<file path="config.mk">
export PLATFORM = sky130hd
export DESIGN_NAME = wb_arbiter_rr_flat
export DESIGN_NICKNAME = d
export VERILOG_FILES = /design/src/rtl/wb_arbiter_rr_if.sv /design/src/rtl/wb_arbiter_rr.sv /design/src/flat_wrapper.sv
export SDC_FILE = /design/constraint.sdc
export NUM_CORES = 1
export LEC_CHECK = 0
export CAP_MARGIN = 20
export CORE_MARGIN = 4
export CORE_UTILIZATION = 20
export DETAILED_ROUTE_END_ITERATION = 8
export PLACE_DENSITY = 0.77
export SLEW_MARGIN = 20
export SYNTH_ARGS = -nofsm -noshare
export SYNTH_HDL_FRONTEND = slang
export SYNTH_SLANG_ARGS = --single-unit
</file>
<file path="constraint.sdc">
create_clock -name i_clk -period 1.05 [get_ports i_clk]
set_input_delay 0.21 -clock i_clk [delete_from_list [all_inputs] [get_ports i_clk]]
set_output_delay 0.21 -clock i_clk [all_outputs]
set_load 0.01 [all_outputs]
</file>
<file path="src/rtl/wb_arbiter_rr_if.sv">
// Bundle of the N-master request side and the single external Wishbone bus
// around wb_arbiter_rr; "slave" is the arbiter's view, "master" the environment's.
interface wb_arbiter_rr_if #(
  parameter int N_MST = 2,
  parameter int DW    = 16,
  parameter int AW    = 24,
  parameter int SW    = 2
);
  localparam int SELW = (N_MST > 1) ? $clog2(N_MST) : 1;

  logic [N_MST-1:0]    i_wb_cyc;
  logic [N_MST-1:0]    i_wb_stb;
  logic [N_MST-1:0]    i_wb_we;
  logic [N_MST-1:0]    i_wb_4_burst;
  logic [N_MST-1:0]    i_wb_8_burst;
  logic [N_MST*AW-1:0] i_wb_adr;
  logic [N_MST*SW-1:0] i_wb_sel;
  logic [N_MST*DW-1:0] i_wb_o_dat;
  logic [N_MST-1:0]    o_wb_ack;
  logic [N_MST-1:0]    o_wb_err;

  logic                owb_cyc;
  logic                owb_stb;
  logic                owb_we;
  logic                owb_4_burst;
  logic                owb_8_burst;
  logic [AW-1:0]       owb_adr;
  logic [SW-1:0]       owb_sel;
  logic [DW-1:0]       owb_o_dat;
  logic                owb_ack;
  logic                owb_err;

  logic [SELW-1:0]     o_sel_sig;
  logic                o_grant_valid;

  modport slave (
    input  i_wb_cyc, i_wb_stb, i_wb_we, i_wb_4_burst, i_wb_8_burst,
    input  i_wb_adr, i_wb_sel, i_wb_o_dat,
    output o_wb_ack, o_wb_err,
    output owb_cyc, owb_stb, owb_we, owb_4_burst, owb_8_burst,
    output owb_adr, owb_sel, owb_o_dat,
    input  owb_ack, owb_err,
    output o_sel_sig, o_grant_valid
  );

  modport master (
    output i_wb_cyc, i_wb_stb, i_wb_we, i_wb_4_burst, i_wb_8_burst,
    output i_wb_adr, i_wb_sel, i_wb_o_dat,
    input  o_wb_ack, o_wb_err,
    input  owb_cyc, owb_stb, owb_we, owb_4_burst, owb_8_burst,
    input  owb_adr, owb_sel, owb_o_dat,
    output owb_ack, owb_err,
    input  o_sel_sig, o_grant_valid
  );
endinterface

</file>
<file path="src/rtl/wb_arbiter_rr.sv">
// N-master Wishbone round-robin arbiter; owner keeps the bus for its whole cyc.
// Optional slave watchdog enabled by defining WB_ARB_TIMEOUT_EN.
module wb_arbiter_rr #(
  parameter int N_MST       = 2,
  parameter int DW          = 16,
  parameter int AW          = 24,
  parameter int SW          = 2,
  parameter int TIMEOUT_CYC = 255
) (
  input  logic         i_clk,
  input  logic         i_rst,
  wb_arbiter_rr_if.slave bus
);
  localparam int SELW = (N_MST > 1) ? $clog2(N_MST) : 1;

  typedef enum logic {IDLE = 1'b0, GRANT = 1'b1} state_e;

  state_e          state_q, state_d;
  logic [SELW-1:0] sel_q, sel_d;
  logic [SELW-1:0] rr_ptr_q, rr_ptr_d;
  logic [SELW-1:0] win;
  logic [SELW-1:0] sel_inc;
  logic            cyc_g;
  logic            to_hit;

  // First requester at or after rr_ptr, wrapping with an explicit compare
  always_comb begin
    int  idx;
    logic found;
    idx   = 0;
    found = 1'b0;
    win   = '0;
    for (int i = 0; i < N_MST; i++) begin
      idx = int'(rr_ptr_q) + i;
      if (idx >= N_MST) idx = idx - N_MST;
      if (!found && bus.i_wb_cyc[idx]) begin
        found = 1'b1;
        win   = SELW'(idx);
      end
    end
  end

  assign cyc_g   = bus.i_wb_cyc[sel_q];
  assign sel_inc = (sel_q == SELW'(N_MST-1)) ? '0 : sel_q + 1'b1;

`ifdef WB_ARB_TIMEOUT_EN
  logic [7:0] cnt_q, cnt_d;

  always_comb begin
    cnt_d  = '0;
    to_hit = 1'b0;
    if (state_q == GRANT && cyc_g && bus.i_wb_stb[sel_q] && !bus.owb_ack && !bus.owb_err) begin
      cnt_d = cnt_q + 8'd1;
      if (cnt_d == 8'(TIMEOUT_CYC)) to_hit = 1'b1;
    end
  end

  always_ff @(posedge i_clk or negedge i_rst) begin
    if (!i_rst) cnt_q <= '0;
    else        cnt_q <= cnt_d;
  end
`else
  logic unused_timeout;
  assign unused_timeout = |8'(TIMEOUT_CYC);
  assign to_hit         = 1'b0;
`endif

  always_comb begin
    state_d  = state_q;
    sel_d    = sel_q;
    rr_ptr_d = rr_ptr_q;
    case (state_q)
      IDLE: begin
        if (|bus.i_wb_cyc) begin
          state_d = GRANT;
          sel_d   = win;
        end
      end
      GRANT: begin
        if (!cyc_g || to_hit) begin
          state_d  = IDLE;
          rr_ptr_d = sel_inc;
        end
      end
      default: state_d = IDLE;
    endcase
  end

  always_comb begin
    bus.owb_cyc     = 1'b0;
    bus.owb_stb     = 1'b0;
    bus.owb_we      = 1'b0;
    bus.owb_4_burst = 1'b0;
    bus.owb_8_burst = 1'b0;
    bus.owb_adr     = '0;
    bus.owb_sel     = '0;
    bus.owb_o_dat   = '0;
    bus.o_wb_ack    = '0;
    bus.o_wb_err    = '0;
    if (state_q == GRANT) begin
      bus.owb_cyc     = cyc_g;
      bus.owb_stb     = bus.i_wb_stb[sel_q];
      bus.owb_we      = bus.i_wb_we[sel_q];
      bus.owb_4_burst = bus.i_wb_4_burst[sel_q];
      bus.owb_8_burst = bus.i_wb_8_burst[sel_q];
      bus.owb_adr     = bus.i_wb_adr[int'(sel_q)*AW +: AW];
      bus.owb_sel     = bus.i_wb_sel[int'(sel_q)*SW +: SW];
      bus.owb_o_dat   = bus.i_wb_o_dat[int'(sel_q)*DW +: DW];
      bus.o_wb_ack[sel_q] = bus.owb_ack;
      bus.o_wb_err[sel_q] = bus.owb_err;
      // Watchdog abort: strobe the error to the owner and pull the bus away
      if (to_hit) begin
        bus.owb_cyc         = 1'b0;
        bus.owb_stb         = 1'b0;
        bus.o_wb_err[sel_q] = 1'b1;
      end
    end
  end

  assign bus.o_sel_sig     = sel_q;
  assign bus.o_grant_valid = (state_q == GRANT);

  always_ff @(posedge i_clk or negedge i_rst) begin
    if (!i_rst) begin
      state_q  <= IDLE;
      sel_q    <= '0;
      rr_ptr_q <= '0;
    end else begin
      state_q  <= state_d;
      sel_q    <= sel_d;
      rr_ptr_q <= rr_ptr_d;
    end
  end
endmodule
</file>
<file path="src/flat_wrapper.sv">
// flat-port wrapper written by rule: the top's interface ports become plain ports
module wb_arbiter_rr_flat 
#(
  parameter int N_MST       = 2,
  parameter int DW          = 16,
  parameter int AW          = 24,
  parameter int SW          = 2,
  parameter int TIMEOUT_CYC = 255
)
  (i_clk, i_rst, bus_i_wb_cyc, bus_i_wb_stb, bus_i_wb_we, bus_i_wb_4_burst, bus_i_wb_8_burst, bus_i_wb_adr, bus_i_wb_sel, bus_i_wb_o_dat, bus_o_wb_ack, bus_o_wb_err, bus_owb_cyc, bus_owb_stb, bus_owb_we, bus_owb_4_burst, bus_owb_8_burst, bus_owb_adr, bus_owb_sel, bus_owb_o_dat, bus_owb_ack, bus_owb_err, bus_o_sel_sig, bus_o_grant_valid);
  wb_arbiter_rr_if #(.N_MST(N_MST), .DW(DW), .AW(AW), .SW(SW)) bus_i ();
  input  logic i_clk;
  input  logic i_rst;
  input wire logic [$bits(bus_i.i_wb_cyc)-1:0] bus_i_wb_cyc;
  input wire logic [$bits(bus_i.i_wb_stb)-1:0] bus_i_wb_stb;
  input wire logic [$bits(bus_i.i_wb_we)-1:0] bus_i_wb_we;
  input wire logic [$bits(bus_i.i_wb_4_burst)-1:0] bus_i_wb_4_burst;
  input wire logic [$bits(bus_i.i_wb_8_burst)-1:0] bus_i_wb_8_burst;
  input wire logic [$bits(bus_i.i_wb_adr)-1:0] bus_i_wb_adr;
  input wire logic [$bits(bus_i.i_wb_sel)-1:0] bus_i_wb_sel;
  input wire logic [$bits(bus_i.i_wb_o_dat)-1:0] bus_i_wb_o_dat;
  output wire logic [$bits(bus_i.o_wb_ack)-1:0] bus_o_wb_ack;
  output wire logic [$bits(bus_i.o_wb_err)-1:0] bus_o_wb_err;
  output wire logic [$bits(bus_i.owb_cyc)-1:0] bus_owb_cyc;
  output wire logic [$bits(bus_i.owb_stb)-1:0] bus_owb_stb;
  output wire logic [$bits(bus_i.owb_we)-1:0] bus_owb_we;
  output wire logic [$bits(bus_i.owb_4_burst)-1:0] bus_owb_4_burst;
  output wire logic [$bits(bus_i.owb_8_burst)-1:0] bus_owb_8_burst;
  output wire logic [$bits(bus_i.owb_adr)-1:0] bus_owb_adr;
  output wire logic [$bits(bus_i.owb_sel)-1:0] bus_owb_sel;
  output wire logic [$bits(bus_i.owb_o_dat)-1:0] bus_owb_o_dat;
  input wire logic [$bits(bus_i.owb_ack)-1:0] bus_owb_ack;
  input wire logic [$bits(bus_i.owb_err)-1:0] bus_owb_err;
  output wire logic [$bits(bus_i.o_sel_sig)-1:0] bus_o_sel_sig;
  output wire logic [$bits(bus_i.o_grant_valid)-1:0] bus_o_grant_valid;
  assign bus_i.i_wb_cyc = bus_i_wb_cyc;
  assign bus_i.i_wb_stb = bus_i_wb_stb;
  assign bus_i.i_wb_we = bus_i_wb_we;
  assign bus_i.i_wb_4_burst = bus_i_wb_4_burst;
  assign bus_i.i_wb_8_burst = bus_i_wb_8_burst;
  assign bus_i.i_wb_adr = bus_i_wb_adr;
  assign bus_i.i_wb_sel = bus_i_wb_sel;
  assign bus_i.i_wb_o_dat = bus_i_wb_o_dat;
  assign bus_o_wb_ack = bus_i.o_wb_ack;
  assign bus_o_wb_err = bus_i.o_wb_err;
  assign bus_owb_cyc = bus_i.owb_cyc;
  assign bus_owb_stb = bus_i.owb_stb;
  assign bus_owb_we = bus_i.owb_we;
  assign bus_owb_4_burst = bus_i.owb_4_burst;
  assign bus_owb_8_burst = bus_i.owb_8_burst;
  assign bus_owb_adr = bus_i.owb_adr;
  assign bus_owb_sel = bus_i.owb_sel;
  assign bus_owb_o_dat = bus_i.owb_o_dat;
  assign bus_i.owb_ack = bus_owb_ack;
  assign bus_i.owb_err = bus_owb_err;
  assign bus_o_sel_sig = bus_i.o_sel_sig;
  assign bus_o_grant_valid = bus_i.o_grant_valid;
  wb_arbiter_rr #(.N_MST(N_MST), .DW(DW), .AW(AW), .SW(SW), .TIMEOUT_CYC(TIMEOUT_CYC)) u_core (.i_clk(i_clk), .i_rst(i_rst), .bus(bus_i));
endmodule
</file>
======== Yosys cells after proc, flatten, opt, wreduce, memory -nomap -nowiden ========
Index checks and enable logic that the tools add are counted.
operators by class
  $add $sub $neg .......................... 4
  multipliers ............................. 1
  magnitude comparators ................... 6
  shift operators ......................... 3
  multiplexer cells ....................... 37
  bitwise logic cells ..................... 4
  reduce and logical (&&, ||, !) cells .... 6
operators by type and width
  cell                                                   count
  < comparator 32 x 3 -> 1 bit (second input constant)   2
  two-way mux 32 bit                                     2
  indexed part select 48 x 32 -> 24 bit                  1
  >= comparator 32 x 3 -> 1 bit (second input constant)  1
  indexed part select 32 x 6 -> 16 bit                   1
  subtractor 32 x 3 -> 32 bit (second input constant)    1
  two-way mux 1 bit                                      28
  two-way mux 24 bit                                     1
  two-way mux 16 bit                                     1
  two-way mux 2 bit                                      3
  bitwise AND 2 bit                                      2
  AND reduction 2 bit                                    2
  indexed part select 4 x 3 -> 2 bit                     1
  multiplier 1 x 2 -> 3 bit (second input constant)      1
  subtractor 1 x 2 -> 3 bit (second input constant)      1
  adder 1 x 1 -> 2 bit (second input constant)           1
  >= comparator 1 x 2 -> 1 bit (second input constant)   1
  logical AND 1 bit                                      2
  < comparator 1 x 2 -> 1 bit (second input constant)    1
  inverter 1 bit                                         2
  case mux 1 bit (2 select lines)                        1
  OR reduction 2 bit                                     1
  adder 1 bit (second input constant)                    1
  demux 1 bit (select 1 bit)                             1
  2 further kinds                                        2
storage, ports and cells
  bits in registers ....................... 3
  input port bits ......................... 98

======== Longest topological paths before layout ========
Gate-level depths: netlist of run 1.
  word-level depth ........................ 9
  mapped depth ............................ 4
  mapped depth without buffers ............ 3

======== Worst setup path after synthesis of run 1 ========
No wires, ideal clock.
  path kind ............................... register to output
  from .................................... reg u_core.sel_q, in the netlist u_core.bus.o_sel_sig
  to ...................................... out bus_owb_4_burst
  data arrival time ....................... 0.992 ns
  setup slack ............................. -0.152 ns
  cell stages (with the launch flop) ...... 5
  path buffers ............................ 2
  cell sequence ........................... dfrtp_1 buf_6 buf_12 mux2i_1 nor2_1
between the ends
  longest elaborated chain between the ends .. 3
ends and longest elaborated chain
  element                                               RTL line              source
  from (decl)                                           wb_arbiter_rr.sv:19   logic [SELW-1:0] sel_q, sel_d;
  from (signal assigned)                                wb_arbiter_rr.sv:130  sel_q <= sel_d;
  two-way mux 1 bit (implied by the code) (2 in a row)  wb_arbiter_rr.sv:104  bus.owb_4_burst = bus.i_wb_4_burst[sel_q];
  two-way mux 1 bit                                     wb_arbiter_rr.sv:100  if (state_q == GRANT) begin
  to (decl)                                             flat_wrapper.sv:27    output wire logic [$bits(bus_i.owb_4_burst)-1:0] bus_owb_4_burst;
Every way passes these cells. The select of a mux whose other input is x is not followed.

======== Final worst setup path of run 1 ========
  from .................................... reg u_core.sel_q, in the netlist u_core.bus.o_sel_sig
  to ...................................... out bus_owb_cyc
between the ends
  longest elaborated chain between the ends .. 3
ends and longest elaborated chain
  element                                               RTL line              source
  two-way mux 1 bit (implied by the code) (2 in a row)  wb_arbiter_rr.sv:43   assign cyc_g = bus.i_wb_cyc[sel_q];
  two-way mux 1 bit                                     wb_arbiter_rr.sv:100
  to (decl)                                             flat_wrapper.sv:24    output wire logic [$bits(bus_i.owb_cyc)-1:0] bus_owb_cyc;
Every way passes these cells. The select of a mux whose other input is x is not followed.

==> results.json, run 1 <==
{
  "status": "complete, but fails checks",
  "failed_checks": "negative setup slack",
  "die_y_um": 76.45,
  "final_max_slew_viol_count": 0,
  "gp_congestion": 0.7900,
  "hold_violations": 0,
  "holdCritPathClass": "in2async",
  "ys_seq_elements": 3,
  "portBuffers": 150,
  "antenna-diode-count": 0,
  "synth_top_family_by_area": "multiplexers",
  "grt_antenna_before_repair": 0,
  "cts_sinks": 3,
  "placed_area_sq_um": 2525,
  "post-place-cells": 325,
  "setup_tns_ns": -24.20,
  "intPower_mw": 2.830,
  "syn_to_final_growth_pct": 179.2,
  "clock_power_share_pct": 7.5,
  "synth_simple_gate_area_share_pct": 23.63,
  "yosys.area_share.adder_pct": 0,
  "die_area_sq_um": 5845,
  "max_stage_delay_ns": 0.41,
  "nets": 391,
  "tightest_slew_ns": 0.1568,
  "stdcell_count": 344,
  "drv_cap": 0,
  "grt_pass1_vias": 1610,
  "p_per_area_nw_per_um2": 1773,
  "cts_buffer_depth": 2,
  "grt_pass1_wl_um": 7997,
  "synth_area_sq_um": 937.1,
  "crit_arrival_ns": 1.39,
  "reg2reg_from": "u_core.bus.o_sel_sig",
  "path_cells": "buf_6 > buf_12 > buf_6 > mux2i_2 > nor2_1 > buf_2",
  "tritoncts": "built",
  "pwr-share-seq_pct": 4.7,
  "required_ns": 0.84,
  "yosysWarnings": 0,
  "drt-total-wl_um": 5126,
  "ys_seq_area_share_pct": 8.011,
  "power_mw": 4.638,
  "max_freq_mhz": 624.0,
  "fin_util_pct": 58.87,
  "yosys.area.top_type_share_pct": 50.20,
  "clk_latency_ns": 0.22,
  "cts-root-buf": "clkbuf_8",
  "p_comb_share_pct": 87.9,
  "hpwlAfterDp_um": 3911,
  "wl_per_cell_um": 14.90,
  "syn-num-nets": 220,
  "dpl_worst_slack_ns": -0.6665,
  "ant_nets": 0,
  "p_sw_mw": 1.808,
  "num_vias": 1514,
  "synth_cells": 122,
  "drt_iter0_drc": 19,
  "rsz0062_at_grt": "true",
  "start_kind": "flip-flop",
  "yosysTopAreaCell": "mux2i_1",
  "vias_per_cell": 4.401,
  "synthTopCellsByArea": "mux2i_1 (50%), nor2_1 (19%), buf_12 (11%), dfrtp_1 (8.0%), nor3b_2 (2.7%)",
  "path_delay_family": "buffers and inverters",
  "fin_crit_sh_pct": 152.6,
  "crit_start": "u_core.bus.o_sel_sig",
  "path_clk_slew_ns": 0.03,
  "worst_hold_slack_ns": 0.1731,
  "drc_errors": 0,
  "setup_viol": 54,
  "io_pins": 151,
  "crit_top_cell": "buf_6",
  "numCtsBuffers": 3,
  "synth_compound_area_share_pct": 3.338,
  "fp-row-count": 24,
  "critPathKind": "reg2out",
  "critPathCaptureType": "primary output",
  "path_max_fanout": 7,
  "fin_crit_ns": 1.603,
  "synth.area.mux_share_pct": 50.20,
  "switching_share_pct": 38.99,
  "initial_utilization_pct": 21.09,
  "cp.buffers_inverters": 4,
  "slew_headroom_pct": 89.25,
  "grt_usage_pct": 16.88,
  "core_area_sq_um": 4444,
  "gr-total-overflow": 0,
  "timing.final.ws_setup_ns": -0.5526,
  "ys_types": 15,
  "drive_gt1_share_pct": 31.51,
  "vdd_drop_max_v": 0.001524,
  "leakage_nw": 1.332,
  "drt_pass1_iterations": 4,
  "fillCellCount": 434,
  "skew_ns": 0.003474,
  "synth_xor_area_share_pct": 0,
  "syn_area_per_cell_sq_um": 7.682,
  "grt_max_degree": 22,
  "die_x_um": 76.45,
  "fin_area_sq_um": 2616,
  "crit_slowest_cell": "dfrtp_2",
  "h-tree-depth": 1
}
layout make-up:
| type | instances | area (sq um) | share of cell area, % |
|---|---|---|---|
| clock buffers | 4 | 45.04 | 1.722 |
| well taps | 52 | 65.06 | 2.487 |
| repair buffers | 177 | 1663 | 63.56 |
| inverters | 2 | 12.51 | 0.4782 |
| flip-flops and latches | 3 | 77.57 | 2.965 |
| multi-input cells | 106 | 753.2 | 28.79 |
state kept, by name (all words and copies together), names as in the netlist:
name / cells
u_core.bus.o_grant_valid: 1
u_core.bus.o_sel_sig: 1
u_core.rr_ptr_q: 1
what timing repair did:
item | in CTS | in global routing
endpoints found under the setup margin | 55 | 56
pin swaps | 17 | 12
hold buffers | 0 | 0
gates cloned | 5 | 0
gates resized for setup | 241 | 5
setup buffers | 13 | 1
path summary, 6_finish.rpt:
kind | to | slack [ns] | cells after the start
min | u_core.rr_ptr_q | 0.17 | 1
min in group i_clk | u_core.rr_ptr_q | 0.57 | 2
min reg2reg | u_core.rr_ptr_q | 0.57 | 2
max reg2reg | u_core.bus.o_grant_valid | -0.23 | 6
max | bus_owb_cyc | -0.55 | 6
max in group asynchronous | u_core.bus.o_sel_sig | 0.71 | 1
power groups by stage:
stage	Sequential [mW]	Clock (mW)	Combinational, mW
after floorplan	0.210	0	2.00
after global placement	0.215	0	3.47
after global routing	0.220	0.368	4.36
final	0.217	0.346	4.08
after detailed placement	0.219	0	3.50
after CTS	0.212	0.355	4.26
Yosys cell counts:
cell type	count
buf_2	1
a21oi_1	3
o21ai_0	2
nor3b_2	2
and3_1	2
mux2i_1	47
nor2_1	48
inv_1	1
buf_6	1
a31oi_1	1
dfrtp_1	3
buf_12	5
nand2_1	1
clkbuf_1	4
inv_2	1
placed cells by master (no fill, tap or decap), drive strengths merged:
cell type and count:
inv 2, dfrtp 3, and3 2, clkbuf 4, nand2 1, clkdlybuf4s50 97, a21oi 3, bufbuf 1
nor2 48, buf 79, o21ai 2, nor3b 2, a31oi 1, mux2i 47
routing by layer:
| layer | wire, um | global-route usage [%] | up-vias |
|---|---|---|---|
| li1 | - | - | 756 |
| met1 | 2036 | 18.40 | 667 |
| met2 | 2602 | 31.72 | 84 |
| met3 | 424 | 4.374 | 7 |
| met4 | 64 | 4.891 | 0 |
| met5 | 0 | 0 | - |
cell families after synthesis:
kind of cell    count (synthesis)
mux                            47
compound gates                  6
flops                           3
simple gates                   53
buf+inv                        13
Power figures use the tool's default switching activity.
==> run 2: changes to the inputs <==
SKIP_CTS_REPAIR_TIMING = 1   (was not set)
==> results.json, run 2 (synthesis gave the netlist of run 1 again) <==
{
  "path_cells": "buf_6 > clkbuf_16 > mux2i_1 > nor2_1 > buf_2",
  "tightest_slew_ns": 0.1503,
  "slew_headroom_pct": 89.69,
  "cts-root-buf": "clkbuf_8",
  "syn_to_final_growth_pct": 169.8,
  "required_ns": 0.84,
  "status": "complete, but fails checks",
  "timing.final.ws_setup_ns": -0.5931,
  "vdd_drop_max_v": 0.001097,
  "fin_crit_sh_pct": 156.5,
  "skew_ns": 0.003894,
  "fillCellCount": 434,
  "grt_pass1_vias": 1505,
  "cts_buffer_depth": 2,
  "critPathCaptureType": "primary output",
  "h-tree-depth": 1,
  "rr_worst_depth": 5,
  "dpl_worst_slack_ns": -0.6665,
  "critPathKind": "reg2out",
  "path_max_fanout": 6,
  "portBuffers": 150,
  "layout_commonest_cell": "clkdlybuf4s50_1",
  "initial_utilization_pct": 21.09,
  "drive_gt1_share_pct": 29.82,
  "core_area_sq_um": 4444,
  "drc_errors": 0,
  "ant_nets": 0,
  "failed_checks": "negative setup slack",
  "crit_arrival_ns": 1.43,
  "die_y_um": 76.45,
  "reg2reg_from": "u_core.bus.o_sel_sig",
  "gr-total-overflow": 0,
  "drv_cap": 0,
  "tritoncts": "built",
  "cts_sinks": 3,
  "fin_crit_ns": 1.643,
  "final_cell_mix": "clkdlybuf4s50_1 (96), nor2_1 (48), mux2i_1 (44), buf_2 (42), buf_6 (10)",
  "numCtsBuffers": 3,
  "grt_pass1_wl_um": 7113,
  "max_stage_delay_ns": 0.51,
  "fp-row-count": 24,
  "vias_per_cell": 4.439,
  "antenna-diode-count": 0,
  "drt-total-wl_um": 5064,
  "nets": 384,
  "rsz0062_at_grt": "true",
  "crit_slowest_cell": "dfrtp_4",
  "clk_latency_ns": 0.22,
  "wl_per_cell_um": 15.03,
  "setup_viol": 54,
  "drt_iter0_drc": 23,
  "grt_usage_pct": 14.84,
  "leakage_nw": 1.300,
  "reg2reg_slack_ns": -0.28,
  "hold_violations": 0,
  "path_clk_slew_ns": 0.03,
  "die_area_sq_um": 5845,
  "final_max_slew_viol_count": 0,
  "setup_tns_ns": -25.91,
  "grt_max_degree": 23,
  "r2r-end": "u_core.bus.o_grant_valid",
  "max_freq_mhz": 608.6,
  "grt_antenna_before_repair": 0,
  "p_per_area_nw_per_um2": 1657,
  "die_x_um": 76.45,
  "drt_pass1_iterations": 4,
  "gp_congestion": 0.7900,
  "num_vias": 1496,
  "hpwlAfterDp_um": 3911,
  "io_pins": 151,
  "holdCritPathClass": "in2async",
  "start_kind": "flip-flop"
}
==> run 2: cell types whose count changed in the layout (fill, tap and decap cells not counted), sizes merged <==
cell / delta
clkinv: +1
clkdlybuf4s50: -1
bufbuf: -1
clkbuf: +7
dlymetal6s2s: +3
buf: -15
inv: -1
==> run 2: worst max path at each step <==
| stage | from | to | slack [ns] | depth (start not counted) |
|---|---|---|---|---|
| floorplan | u_core.bus.o_sel_sig | bus_owb_4_burst | -0.15 | 4 |
| global placement | u_core.bus.o_sel_sig | bus_owb_sel[0] | -0.65 | 4 |
| detailed placement | u_core.bus.o_sel_sig | bus_owb_o_dat[6] | -0.67 | 4 |
| CTS | u_core.bus.o_sel_sig | bus_owb_o_dat[6] | -0.91 | 4 |
| global route | u_core.bus.o_sel_sig | bus_owb_adr[12] | -0.69 | 5 |
| finish | u_core.bus.o_sel_sig | bus_owb_adr[12] | -0.59 | 5 |
==> run 2: power breakdown <==
| group | total, mW | leakage (nW) | switching (mW) | internal, mW |
|---|---|---|---|---|
| clock network | 0.347 | 0.0228 | 0.0867 | 0.260 |
| registers | 0.251 | 0.0319 | 0.0769 | 0.174 |
| logic | 3.59 | 1.24 | 1.56 | 2.03 |
| total | 4.19 | 1.30 | 1.72 | 2.47 |
==> run 2: critical path: cells and delay by family, from the launching register on <==
kind          cells  cell delay, ns
mux               1            0.12
simple gates      1            0.13
flops             1            0.51
buf+inv           3            0.45
==> run 2: per-stage QoR <==
step	utilization [%]	total power, mW	cells	cell area, sq um	hold slack (ns)
2_1_floorplan	-	2.205	122	960.9	-0.08559
3_3_place_gp	56.81	3.680	325	2525	0.4161
3_5_place_dp	56.81	3.719	325	2525	0.4120
4_1_cts	57.83	4.085	329	2570	0.1770
5_1_grt	56.90	4.474	337	2529	0.1855
6_report	56.90	4.190	337	2529	0.1747
==> run 2: area by class of cell <==
class,count,area (sq um),share of cell area (%)
timing repair buffer,170,1556,61.55
multi-input combinational,106,769.5,30.43
sequential,3,80.08,3.167
tap,52,65.06,2.573
clock buffer,4,45.04,1.781
inverter,2,12.51,0.4948
==> run 2: routing by layer <==
layer  part of all wire, %  global-route usage, %  vias up
met5                     0                      0        -
met4                   1.3                  4.891        0
met3                   8.7                  3.901        7
met2                    50                  28.12       86
met1                    39                  15.73      657
li1                      -                      -      746
